<file path="src/rtl/seg_display_mux_bcd.sv">
// rtl/seg_display_mux_bcd.sv - multiplexed seven-segment driver with double-dabble BCD conversion
module seg_display_mux_bcd #(
    parameter int NUM_DIGITS  = 8,
    parameter int VALUE_W     = 16,
    parameter int REFRESH_DIV = 100000,
    parameter int BLINK_TICKS = 250
) (
    input  logic                          CLK,
    input  logic                          RST,
    input  logic [VALUE_W-1:0]            value_in,
    input  logic                          load,
    input  logic                          dp_en,
    input  logic [$clog2(NUM_DIGITS)-1:0] dp_pos,
    input  logic                          blank_lz,
    input  logic                          blink_en,
    output logic                          busy,
    output logic                          ovf,
    output logic [7:0]                    seg_7_disp,
    output logic [NUM_DIGITS-1:0]         AN
);
    localparam int IDX_W = $clog2(NUM_DIGITS);
    localparam int BCD_W = 4 * NUM_DIGITS;
    localparam int CNT_W = $clog2(VALUE_W + 1);
    localparam int REF_W = $clog2(REFRESH_DIV + 1);
    localparam int BLK_W = $clog2(BLINK_TICKS + 1);
    localparam logic [IDX_W-1:0] LAST_IDX = IDX_W'(NUM_DIGITS - 1);

    typedef enum logic [1:0] {IDLE, SHIFT, COMMIT} state_t;

    state_t              r_state, w_state_nxt;
    logic [VALUE_W-1:0]  r_bin, r_pend_val;
    logic                r_pend;
    logic [BCD_W-1:0]    r_scratch, r_disp, w_adj;
    logic                r_sovf, r_ovf;
    logic [CNT_W-1:0]    r_bit_cnt;
    logic [REF_W-1:0]    r_ref_cnt;
    logic [BLK_W-1:0]    r_blink_cnt;
    logic [IDX_W-1:0]    r_idx;
    logic                r_phase;
    logic [NUM_DIGITS-1:0] r_an, w_lz;
    logic [7:0]          r_seg;
    logic [3:0]          w_nib;
    logic [6:0]          w_seg7;
    logic                w_shift_done, w_restart, w_tick, w_blank, w_dp_on;
    logic [VALUE_W-1:0]  w_restart_val;

    assign w_shift_done  = (r_bit_cnt == CNT_W'(VALUE_W - 1));
    // A load arriving during COMMIT itself counts as pending and wins over an older one.
    assign w_restart     = r_pend | load;
    assign w_restart_val = load ? value_in : r_pend_val;
    assign busy          = (r_state != IDLE);
    assign ovf           = r_ovf;
    assign AN            = r_an;
    assign seg_7_disp    = r_seg;

    always_ff @(posedge CLK or posedge RST) begin
        if (RST) r_state <= IDLE;
        else     r_state <= w_state_nxt;
    end

    always_comb begin
        w_state_nxt = r_state;
        case (r_state)
            IDLE:    if (load) w_state_nxt = SHIFT;
            SHIFT:   if (w_shift_done) w_state_nxt = COMMIT;
            COMMIT:  w_state_nxt = w_restart ? SHIFT : IDLE;
            default: w_state_nxt = IDLE;
        endcase
    end

    always_comb begin
        w_adj = r_scratch;
        for (int i = 0; i < NUM_DIGITS; i++) begin
            if (r_scratch[4*i +: 4] >= 4'd5) w_adj[4*i +: 4] = r_scratch[4*i +: 4] + 4'd3;
        end
    end

    always_ff @(posedge CLK or posedge RST) begin
        if (RST) begin
            r_bin      <= '0;
            r_pend_val <= '0;
            r_pend     <= 1'b0;
            r_scratch  <= '0;
            r_disp     <= '0;
            r_sovf     <= 1'b0;
            r_ovf      <= 1'b0;
            r_bit_cnt  <= '0;
        end else begin
            case (r_state)
                IDLE: begin
                    if (load) begin
                        r_bin     <= value_in;
                        r_scratch <= '0;
                        r_sovf    <= 1'b0;
                        r_bit_cnt <= '0;
                    end
                end
                SHIFT: begin
                    r_scratch <= {w_adj[BCD_W-2:0], r_bin[VALUE_W-1]};
                    r_bin     <= {r_bin[VALUE_W-2:0], 1'b0};
                    r_sovf    <= r_sovf | w_adj[BCD_W-1];
                    r_bit_cnt <= r_bit_cnt + CNT_W'(1);
                    if (load) begin
                        r_pend_val <= value_in;
                        r_pend     <= 1'b1;
                    end
                end
                COMMIT: begin
                    r_disp <= r_scratch;
                    r_ovf  <= r_sovf;
                    r_pend <= 1'b0;
                    if (w_restart) begin
                        r_bin     <= w_restart_val;
                        r_scratch <= '0;
                        r_sovf    <= 1'b0;
                        r_bit_cnt <= '0;
                    end
                end
                default: ;
            endcase
        end
    end

    assign w_tick = (r_ref_cnt == REF_W'(REFRESH_DIV - 1));

    always_ff @(posedge CLK or posedge RST) begin
        if (RST) begin
            r_ref_cnt   <= '0;
            r_idx       <= '0;
            r_blink_cnt <= '0;
            r_phase     <= 1'b0;
        end else begin
            if (w_tick) begin
                r_ref_cnt <= '0;
                r_idx     <= (r_idx == LAST_IDX) ? '0 : r_idx + IDX_W'(1);
            end else begin
                r_ref_cnt <= r_ref_cnt + REF_W'(1);
            end
            if (!blink_en) begin
                r_blink_cnt <= '0;
                r_phase     <= 1'b0;
            end else if (w_tick) begin
                if (r_blink_cnt == BLK_W'(BLINK_TICKS - 1)) begin
                    r_blink_cnt <= '0;
                    r_phase     <= ~r_phase;
                end else begin
                    r_blink_cnt <= r_blink_cnt + BLK_W'(1);
                end
            end
        end
    end

    // w_lz[i]: digits i..NUM_DIGITS-1 of the committed value are all zero.
    always_comb begin
        logic v_acc;
        v_acc = 1'b1;
        w_lz  = '0;
        for (int i = NUM_DIGITS - 1; i >= 0; i--) begin
            v_acc   = v_acc & (r_disp[4*i +: 4] == 4'd0);
            w_lz[i] = v_acc;
        end
    end

    assign w_nib   = r_disp[{r_idx, 2'b00} +: 4];
    assign w_blank = blank_lz && (r_idx != '0) && w_lz[r_idx] && !(dp_en && (r_idx <= dp_pos));
    assign w_dp_on = dp_en && (r_idx == dp_pos) && !r_ovf;

    always_comb begin
        w_seg7 = 7'h7F;
        if (r_ovf) begin
            w_seg7 = 7'b0111111;
        end else if (!w_blank) begin
            case (w_nib)
                4'd0:    w_seg7 = 7'b1000000;
                4'd1:    w_seg7 = 7'b1111001;
                4'd2:    w_seg7 = 7'b0100100;
                4'd3:    w_seg7 = 7'b0110000;
                4'd4:    w_seg7 = 7'b0011001;
                4'd5:    w_seg7 = 7'b0010010;
                4'd6:    w_seg7 = 7'b0000010;
                4'd7:    w_seg7 = 7'b1111000;
                4'd8:    w_seg7 = 7'b0000000;
                4'd9:    w_seg7 = 7'b0010000;
                default: w_seg7 = 7'h7F;
            endcase
        end
    end

    always_ff @(posedge CLK or posedge RST) begin
        if (RST) begin
            r_an  <= '1;
            r_seg <= 8'hFF;
        end else begin
            r_an  <= r_phase ? '1 : ~(NUM_DIGITS'(1) << r_idx);
            r_seg <= {~w_dp_on, w_seg7};
        end
    end
endmodule

</file>
<file path="config.mk">
export PLATFORM = sky130hd
export DESIGN_NAME = seg_display_mux_bcd
export DESIGN_NICKNAME = d
export VERILOG_FILES = /design/src/rtl/seg_display_mux_bcd.sv
export SDC_FILE = /design/constraint.sdc
export NUM_CORES = 1
export LEC_CHECK = 0
export ABC_AREA = 0
export CORE_MARGIN = 5
export CORE_UTILIZATION = 30
export CTS_CLUSTER_DIAMETER = 200
export DETAILED_ROUTE_END_ITERATION = 12
export PLACE_DENSITY = 0.44
export SYNTH_ARGS = -nofsm -noshare
export SYNTH_HDL_FRONTEND = slang
export SYNTH_SLANG_ARGS = --single-unit
</file>
<file path="constraint.sdc">
create_clock -name CLK -period 5.28 [get_ports CLK]
set_input_delay 1.056 -clock CLK [delete_from_list [all_inputs] [get_ports CLK]]
set_output_delay 1.056 -clock CLK [all_outputs]
set_load 0.05 [all_outputs]
</file>
==> flow_summary.yaml <==
critical_path:
  endpoint: "busy"
  critPathArrivalTime_ns: 2.11
  startpoint: "r_state[0]"
  r2r_end: "r_bin[6]"
  cp-end-kind: "output port"
  rr_startpoint: "r_state[0]"
  reg2reg_depth: 7
  crit_fanout: 5
  startpoint_type: "flip-flop"
  ff2ff_setup_slack_ns: 2.54
  critPathKind: "reg2out"
  critPathRequiredTime_ns: 4.22
clock_tree:
  post_cts.repair.setup_buffers: 0
  cts.sinks: 151
  cts_resized: 0
  cts_max_level: 4
  cts_root_buf: "clkbuf_16"
  cts_tree: "yes"
  clock_latency_ns: 0.42
  clock_path_buffers: 2
  clkTransAtPathRegs_ns: 0.07
  hold_buffers: 0
  cts_made_buffers: 17
global_route:
  overflow: 0
  grt_pass1_vias: 5409
  track_usage: 0.1183
  grt_pass1_wl_mm: 28.09
  grt_antenna_before_repair: 0
  grt_max_degree: 108
floorplanning:
  die_height_um: 170.2
  core_area_um2: 25250
  initial_core_util: 0.3050
  die_w_um: 170.2
  io_pins: 43
  dieArea_um2: 28980
  rows: 58
sta:
  period_share: 0.6004
  rsz0062_at_grt: "false"
  fin_crit_ns: 3.170
  relSlewSlack: 0.1986
  drv_slew: 0
  tns_ns: 0
  hold_viol: 0
  fin_worst_skew_ns: 0.008766
  setup_viol: 0
  max_freq_ghz: 0.3154
  tightestPinTransition_ns: 1.200
job:
  maxCapViolations: 0
synth:
  yosysMostFrequentCell: "dfrtp_1"
  yosys-top-cells-count: "dfrtp_1 (135), nand2_1 (83), o21ai_0 (74)"
  synth_nets: 786
  netlist_instances: 721
  syn_area_um2: 7702
  async_reset_ff_frac: 1.000
  yosysSeqAreaShare: 0.4932
  synth-seq-cells: 151
  ys_warn_count: 0
  yosysTopAreaCell: "dfrtp_1"
  ys_types: 59
  synth-edff-count: 0
  yosys.area.top_type_share: 0.4386
  synth_area_leaders: "dfrtp_1 (44%), mux2_2 (7.3%), ha_1 (6.5%)"
  syn_avg_cell_area_um2: 10.68
  synth_ff_type: "dfrtp_1"
layout:
  area_delta_synth_final_pct: 17.33
  antenna_cells: 0
  drive_gt1_frac: 0.1612
  fillers: 2488
  finish.instance_area_um2: 9037
  nets: 821
detailed_routing:
  avgViaCountPerCell: 4.901
  drtIter0Drc: 291
  wire_per_inst_um: 15.09
  via_count: 5386
  firstDrtPassIters: 4
  wl_mm: 16.58
  drc: 0
  ant_nets: 0
place:
  dp_hpwl_mm: 11.24
  io_buffers: 42
  place_congestion: 0.7461
  dpl_cell_area_um2: 8461
pwr:
  ir_drop_v: 0.0001769
  powerDensity_nw_per_um2: 383.6
  leakage_nw: 3.942
  power_mw: 3.467
outcome:
  status: "finished, final reports clean"
worst_hold_path:
  worst_hold_path_type: "reg2reg"
  hold_path_depth: 2
==> per-layer routing <==
layer	global-route usage	share of wire	wire (um)	vias up
met5	0	0	0	-
met4	0.03646	0.011	189	0
met3	0.02671	0.043	707	15
met2	0.1831	0.46	7595	92
met1	0.1657	0.49	8087	2645
li1	-	-	-	2634
==> cells in the final DEF (no fill, tap or decap), drive strengths merged, types with 2 or more instances in the layout <==
| cell type | netlist | routed |
|---|---|---|
| buf | 8 | 7 |
| o31ai | 6 | 6 |
| mux4 | 8 | 8 |
| ha | 40 | 40 |
| o41ai | 3 | 3 |
| nor3b | 4 | 4 |
| inv | 34 | 38 |
| dfstp | 16 | 16 |
| clkinvlp | 0 | 3 |
| nor4b | 2 | 2 |
| and3 | 7 | 7 |
| clkinv | 1 | 7 |
| nand3 | 15 | 15 |
| nor3 | 14 | 14 |
| o21ai | 75 | 75 |
| a21oi | 27 | 27 |
| xor2 | 10 | 10 |
| clkbuf | 25 | 17 |
| o21a | 2 | 2 |
| mux2 | 51 | 51 |
| or2 | 5 | 5 |
| dfrtp | 135 | 135 |
| o211a | 5 | 5 |
| nor4 | 4 | 4 |
| or4 | 3 | 3 |
| clkdlybuf4s50 | 0 | 42 |
| o22ai | 5 | 5 |
| nor2 | 27 | 27 |
| or3 | 4 | 4 |
| a22o | 18 | 18 |
| nand4 | 6 | 6 |
| nand2 | 84 | 84 |
| nand3b | 8 | 8 |
| a22oi | 15 | 15 |
| nor2b | 3 | 3 |
| nand2b | 12 | 12 |
| a21boi | 4 | 4 |
| bufinv | 0 | 2 |
| mux2i | 7 | 7 |
| xnor2 | 17 | 17 |
==> kinds of logic after synthesis <==
group	count (synthesis)	share of synthesized area
fa+ha+maj	41	0.06644
simple gates	202	0.1280
buf+inv	68	0.03574
compound gates	166	0.1342
mux	66	0.1118
xor+xnor	27	0.03070
flops	151	0.4932
==> layout make-up <==
type | count | area [um2] | area share
multi-input combinational | 502 | 3640 | 0.4027
clock inverter | 15 | 151.4 | 0.01675
sequential | 151 | 3799 | 0.4203
tap | 330 | 412.9 | 0.04569
inverter | 35 | 136.4 | 0.01509
timing repair buffer | 49 | 473.0 | 0.05233
clock buffer | 17 | 425.4 | 0.04707
==> stage by stage <==
step / cells / hold WS, ns / utilization / setup slack (ns)
floorplan: 721 / 0.4485 / - / 0.1857
global placement: 1067 / 0.4620 / 0.3350 / 2.001
detailed placement: 1067 / 0.4739 / 0.3350 / 1.948
CTS: 1099 / 0.4886 / 0.3579 / 2.064
global route: 1099 / 0.5133 / 0.3579 / 1.998
finish: 1099 / 0.4841 / 0.3579 / 2.110
==> sequential cells by signal, indices dropped and copies added (netlist names) <==
name and flops:
r_disp 32, r_scratch 32, r_ref_cnt 17, r_bin 16, r_pend_val 16, AN 8
r_blink_cnt 8, seg_7_disp 8, r_bit_cnt 5, r_idx 3, r_state 2, ovf 1
r_pend 1, r_phase 1, r_sovf 1
==> report_power, final <==
group / internal, mW / total [mW] / switching [mW]
Sequential: 1.35 / 1.47 / 0.123
Clock: 0.698 / 1.20 / 0.507
Combinational: 0.315 / 0.791 / 0.475
==> critical path, cell delays in order (launching register included) <==
cell	delay, ns
dfrtp_1	0.43
inv_1	0.09
ha_1	0.21
inv_1	0.13
clkdlybuf4s50_1	0.83
==> worst min-delay path by stage <==
stage                      start      endpoint  slack (ns)
CTS                     r_bin[2]      r_bin[2]        0.49
global placement    r_bit_cnt[4]  r_bit_cnt[4]        0.46
floorplan           r_bit_cnt[4]  r_bit_cnt[4]        0.45
detailed placement      r_bin[2]      r_bin[2]        0.47
finish                  r_bin[2]      r_bin[2]        0.48
global route           r_bin[11]     r_bin[11]        0.51
Note: power is estimated with default switching activity, not from simulation.
